**config.mk**
```make
export PLATFORM = sky130hd
export DESIGN_NAME = seg_display_monitor
export DESIGN_NICKNAME = d
export VERILOG_FILES = /design/src/rtl/seg_display_monitor_pkg.sv /design/src/rtl/seg_display_monitor_seg_to_nibble.sv /design/src/rtl/seg_display_monitor.sv
export SDC_FILE = /design/constraint.sdc
export NUM_CORES = 1
export LEC_CHECK = 0
export BUFFER_PORTS_ARGS = -buffer_cell sky130_fd_sc_hd__buf_2
export CORE_MARGIN = 2
export CORE_UTILIZATION = 60
export CTS_BUF_LIST = sky130_fd_sc_hd__clkbuf_16
export CTS_CLUSTER_SIZE = 25
export DETAILED_ROUTE_END_ITERATION = 12
export PLACE_DENSITY = 0.89
export SYNTH_ARGS = -nofsm -noshare
export SYNTH_HDL_FRONTEND = slang
export SYNTH_SLANG_ARGS = --single-unit
export TNS_END_PERCENT = 1
```
**constraint.sdc**
```tcl
create_clock -name clock -period 4.7 [get_ports clock]
set_clock_uncertainty 0.2 [all_clocks]
set_input_delay 0.235 -clock clock [delete_from_list [all_inputs] [get_ports clock]]
set_output_delay 0.235 -clock clock [all_outputs]
set_load 0.05 [all_outputs]
```
**src/rtl/seg_display_monitor_pkg.sv**
```systemverilog
// Shared definitions for the HEX display monitor: glyph constants and FSM encoding.
// The glyph table is also used by the forward segment decoder for consistency checks.
package seg_display_monitor_pkg;

  typedef enum logic {
    IDLE  = 1'b0,
    TRACK = 1'b1
  } state_t;

  // Active-low patterns, bit order g..a (bit6=g, bit0=a).
  localparam logic [6:0] GLYPH_0 = 7'h40;
  localparam logic [6:0] GLYPH_1 = 7'h79;
  localparam logic [6:0] GLYPH_2 = 7'h24;
  localparam logic [6:0] GLYPH_3 = 7'h30;
  localparam logic [6:0] GLYPH_4 = 7'h19;
  localparam logic [6:0] GLYPH_5 = 7'h12;
  localparam logic [6:0] GLYPH_6 = 7'h02;
  localparam logic [6:0] GLYPH_7 = 7'h78;
  localparam logic [6:0] GLYPH_8 = 7'h00;
  localparam logic [6:0] GLYPH_9 = 7'h10;
  localparam logic [6:0] GLYPH_A = 7'h08;
  localparam logic [6:0] GLYPH_B = 7'h03;
  localparam logic [6:0] GLYPH_C = 7'h46;
  localparam logic [6:0] GLYPH_D = 7'h21;
  localparam logic [6:0] GLYPH_E = 7'h06;
  localparam logic [6:0] GLYPH_F = 7'h0E;

  localparam logic [6:0] GLYPH_TABLE [16] = '{
    GLYPH_0, GLYPH_1, GLYPH_2, GLYPH_3, GLYPH_4, GLYPH_5, GLYPH_6, GLYPH_7,
    GLYPH_8, GLYPH_9, GLYPH_A, GLYPH_B, GLYPH_C, GLYPH_D, GLYPH_E, GLYPH_F
  };

  function automatic logic [6:0] glyph_of(input logic [3:0] nibble);
    return GLYPH_TABLE[nibble];
  endfunction

endpackage

```
**src/rtl/seg_display_monitor_seg_to_nibble.sv**
```systemverilog
// Combinational reverse lookup: one 7-segment pattern back to a hex nibble.
// legal is low for any pattern that is not one of the 16 hex glyphs.
module seg_to_nibble
  import seg_display_monitor_pkg::*;
#(
  parameter bit SEG_ACTIVE_LOW = 1'b1
) (
  input  logic [6:0] pattern,
  output logic [3:0] nibble,
  output logic       legal
);

  logic [6:0] norm;

  assign norm = SEG_ACTIVE_LOW ? pattern : ~pattern;

  always_comb begin
    nibble = '0;
    legal  = 1'b0;
    for (int unsigned i = 0; i < 16; i++) begin
      if (norm == GLYPH_TABLE[i]) begin
        nibble = 4'(i);
        legal  = 1'b1;
      end
    end
  end

endmodule

```
**src/rtl/seg_display_monitor.sv**
```systemverilog
// Decodes a HEX1/HEX0 segment pair back to a byte and checks that successive
// samples follow the counter sequence (+1, wrap, hold, or clear to zero).
module seg_display_monitor
  import seg_display_monitor_pkg::*;
#(
  parameter bit SEG_ACTIVE_LOW = 1'b1,
  parameter bit ALLOW_HOLD     = 1'b1
) (
  input  logic       clock,
  input  logic       reset_n,
  input  logic       sample,
  input  logic [6:0] seg_hi,
  input  logic [6:0] seg_lo,
  input  logic       check_en,
  output logic [7:0] value,
  output logic       value_valid,
  output logic       illegal,
  output logic       mismatch,
  output logic [7:0] err_count,
  output logic       tracking
);

  state_t     state, next_state;
  logic [3:0] nib_hi, nib_lo;
  logic       legal_hi, legal_lo;
  logic [7:0] sampled;
  logic       legal_sample, illegal_now, mismatch_now, seq_ok;

  seg_to_nibble #(.SEG_ACTIVE_LOW(SEG_ACTIVE_LOW)) u_hi (
    .pattern (seg_hi),
    .nibble  (nib_hi),
    .legal   (legal_hi)
  );

  seg_to_nibble #(.SEG_ACTIVE_LOW(SEG_ACTIVE_LOW)) u_lo (
    .pattern (seg_lo),
    .nibble  (nib_lo),
    .legal   (legal_lo)
  );

  assign sampled = {nib_hi, nib_lo};

  // Illegal takes precedence: mismatch is only evaluated on fully legal samples.
  always_comb begin
    legal_sample = sample & legal_hi & legal_lo;
    illegal_now  = sample & ~(legal_hi & legal_lo);
    seq_ok       = (sampled == value + 8'd1) ||
                   (ALLOW_HOLD && (sampled == value)) ||
                   (sampled == '0);
    mismatch_now = legal_sample && (state == TRACK) && check_en && !seq_ok;
  end

  always_ff @(posedge clock or negedge reset_n) begin
    if (!reset_n) state <= IDLE;
    else          state <= next_state;
  end

  always_comb begin
    next_state = state;
    if (legal_sample) next_state = TRACK;
  end

  always_comb begin
    tracking = (state == TRACK);
  end

  always_ff @(posedge clock or negedge reset_n) begin
    if (!reset_n) begin
      value       <= '0;
      value_valid <= 1'b0;
      illegal     <= 1'b0;
      mismatch    <= 1'b0;
      err_count   <= '0;
    end else begin
      illegal  <= illegal_now;
      mismatch <= mismatch_now;
      if (legal_sample) begin
        value       <= sampled;
        value_valid <= 1'b1;
      end
      if ((illegal_now || mismatch_now) && (err_count != '1))
        err_count <= err_count + 8'd1;
    end
  end

endmodule
```
==> metrics.md <==
| Metric | Value |
|---|---|
| Crit-path slowest cell | `a2111oi_0` |
| Worst stage delay on the critical path | `0.55 ns` |
| Die Y | `61.75 um` |
| CTS buffer count | `3` |
| Die ar. | `3812 um^2` |
| CP Cell Sequence | `buf_2 > nor2b_1 > a21oi_1 > o41ai_2 > xor2_1 > a2111oi_0 > nand3_1 > o311ai_4 > a21oi_2 > mux2_4` |
| Htree depth | `1` |
| DRC | `0` |
| Synth Instances | `224` |
| Setup TNS | `0 ns` |
| Synth warn | `0` |
| Critical Path AT | `2.94 ns` |
| CTS tree | `done` |
| Final hold slack | `0.2422 ns` |
| Clk Latency, worst-skew pair | `0.25 ns` |
| DR vias/cell | `6.223` |
| #FFs+latches synth | `19` |
| Clock transition at path regs | `0.06 ns` |
| Final min period | `3.001 ns` |
| Port Buffer Count | `37` |
| Required time worst endpoint | `4.64 ns` |
| Worst Hold Class | `in2async` |
| Clock Tree Root | `clkbuf_16` |
| Die X | `61.75 um` |
| Critical path fanouts, max | `14` |
| Busiest grt layer | `met2` |
| Yosys cell types | `69` |
| Pin count of the biggest net entering global routing | `20` |
| Sequential share of the synthesized area | `23.76%` |
| Cell Area, Synth | `2001 um^2` |
| Total grt overflow | `0` |
| Final Cycle Share | `63.85%` |
| Site Rows | `20` |
| Max transition margin | `53.46%` |
| Routed wire per std cell | `15.42 um` |
| Outcome | `completed` |
| Initial Utilization | `64.48%` |
| Syn Area/Cell | `8.932 um^2` |
| Worst-Margin Slew | `0.6977 ns` |
| DR iter-0 viols | `251` |
| Post-Route WL | `4502 um` |
| Achievable Freq | `0.3332 GHz` |
| Placed Cells incl. Taps | `287` |
| Io pins | `38` |
| DP Area | `2117 um^2` |
| Met3 Use GR | `6.418%` |
| Ant. Diodes | `0` |
| Final hold violations | `0` |
| Antenna violations before repair | `0` |
| Area Growth Syn to Fin | `10.44%` |
| Max-slew violation count | `0` |
| Total track usage | `24.32%` |
| GR met1 Demand/Resource | `34.24%` |
| Via count | `1817` |
| Layout cells sized above 1 | `28.23%` |
| RSZ-0062 raised after global routing | `no` |
| ANT nets after route | `0` |
| Met2 Resource Use GR | `37.89%` |
| Static Leak | `0.001019 uW` |
| CP Launch Type | `input pin` |
| Peak supply drop | `0.4295 mV` |
| Vias in the first global route | `1498` |
| CTS Sinks | `19` |
| Max-Cap Viols | `0` |
| Clock buffer depth | `2` |
| Post-CTS setup buffers | `0` |
| Share of synthesized registers carrying an async set or reset | `100.0%` |
| Non-Filler Instances | `292` |
| Setup violators final | `0` |
| Drt pass-1 iters | `4` |
| First-pass GRT wire length | `6824 um` |
| R2R depth | `9` |
| Pwr dens | `423.2 nW/um^2` |
| Gp weighted congestion | `0.9435` |
| Synthesized Nets | `244` |
| Ys flop type | `dfrtp_1` |
| Post-detail-place hpwl | `3279 um` |
| # nets final | `269` |
| Design Area, Final | `2210 um^2` |
| Post-synth EDFFs | `0` |
| Crit path kind | `in2reg` |
| Core area | `3103 um^2` |
| CP Capture Type | `flop` |
==> routing by layer <==
metal / vias up / wire length (um)
li1: 885 / -
met1: 858 / 1995
met2: 66 / 2127
met3: 8 / 315
met4: 0 / 63
met5: - / 0
==> path summary, 6_finish.rpt <==
check,slack [ns],from,end
hold reg to reg,0.30,err_count[4],err_count[4]
max in group asynchronous,3.76,reset_n,value[2]
setup / recovery,1.70,seg_lo[4],err_count[1]
setup reg to reg,1.84,value[0],err_count[1]
hold / removal,0.24,reset_n,err_count[5]
min in group clock,0.26,sample,illegal
==> cell type report <==
class / instances / area, um^2
Multi-Input combinational cell: 181 / 1379
Fill cell: 247 / 893.4
Tap cell: 44 / 55.05
Timing Repair Buffer: 38 / 195.2
Inverter: 6 / 22.52
Sequential cell: 19 / 475.5
Clock buffer: 3 / 75.07
Clock inverter: 1 / 7.507
==> cell families after synthesis <==
| logic type | share of synthesized area, % |
|---|---|
| AND/OR/NAND/NOR | 29.14 |
| AO/OA/AOI/OAI | 24.14 |
| buffers and inverters | 7.317 |
| XOR/XNOR | 9.819 |
| flip-flops | 23.77 |
| multiplexers | 4.565 |
| adder cells (fa/ha/maj) | 1.251 |
==> power by group <==
part / internal (uW) / switching [uW] / total [uW]
combinational: 142 / 329 / 471
clock: 115 / 65.0 / 180
sequential: 215 / 69.5 / 284
==> Yosys cell counts, types with 5 or more instances <==
master / instances / area share, %
dfrtp_1: 19 / 24
nor2_1: 18 / 3.4
nand2_1: 14 / 2.6
xor2_1: 13 / 5.7
nand3_1: 10 / 2.5
nor3_1: 9 / 2.3
a21oi_1: 7 / 1.8
and3_1: 7 / 2.2
buf_2: 6 / 1.5
inv_1: 6 / 1.1
and3b_1: 5 / 2.2
nand4_1: 5 / 1.6
xnor2_1: 5 / 2.2
==> registers in the layout (all words and copies together), names as in the netlist <==
| name | cells |
|---|---|
| value | 8 |
| illegal | 1 |
| mismatch | 1 |
| tracking | 1 |
| err_count | 8 |
==> placed cells by master, fill, tap and decap left out, types with 2 or more instances in the layout <==
master / instances
nor3_1: 9
and3b_1: 5
dfrtp_1: 19
o211ai_1: 2
mux2i_1: 2
nor2_1: 18
nor2b_1: 2
o22a_1: 2
o21ai_0: 4
o41ai_2: 2
and4b_1: 2
a211o_1: 2
and3_1: 7
nand2b_1: 3
o311ai_4: 2
ha_1: 2
a211oi_1: 4
nand2_1: 14
and4bb_2: 3
xnor2_1: 5
nor4_1: 3
nor3b_1: 4
nor4b_1: 3
a21oi_1: 7
mux2_2: 4
a2111oi_2: 2
o21ai_1: 3
inv_1: 6
or3_1: 2
xor2_1: 13
a21oi_2: 2
nand3_1: 10
buf_2: 37
a31oi_1: 3
nand4_1: 5
clkbuf_16: 3
==> worst max-delay path: cells and delay by family <==
kind,cells,cell delay (ns)
AO/OA/AOI/OAI,5,1.49
multiplexers,1,0.32
AND/OR/NAND/NOR,2,0.49
XOR/XNOR,1,0.18
buffers and inverters,1,0.21
==> per-stage QoR <==
stage / power [uW] / util, % / worst slack (ns)
2_1_floorplan: 650.2 / - / 1.732
3_3_place_gp: 738.2 / 68.23 / 1.594
3_5_place_dp: 751.2 / 68.23 / 1.485
4_1_cts: 935.8 / 71.21 / 1.742
5_1_grt: 980.4 / 71.21 / 1.495
6_report: 935.1 / 71.21 / 1.699
==> timing repair <==
item                      in CTS  in global routing
gates resized for setup        0                  0
hold buffers                   1                  0
hold endpoints to repair      19                  0
(Power assumes the default switching activity.)
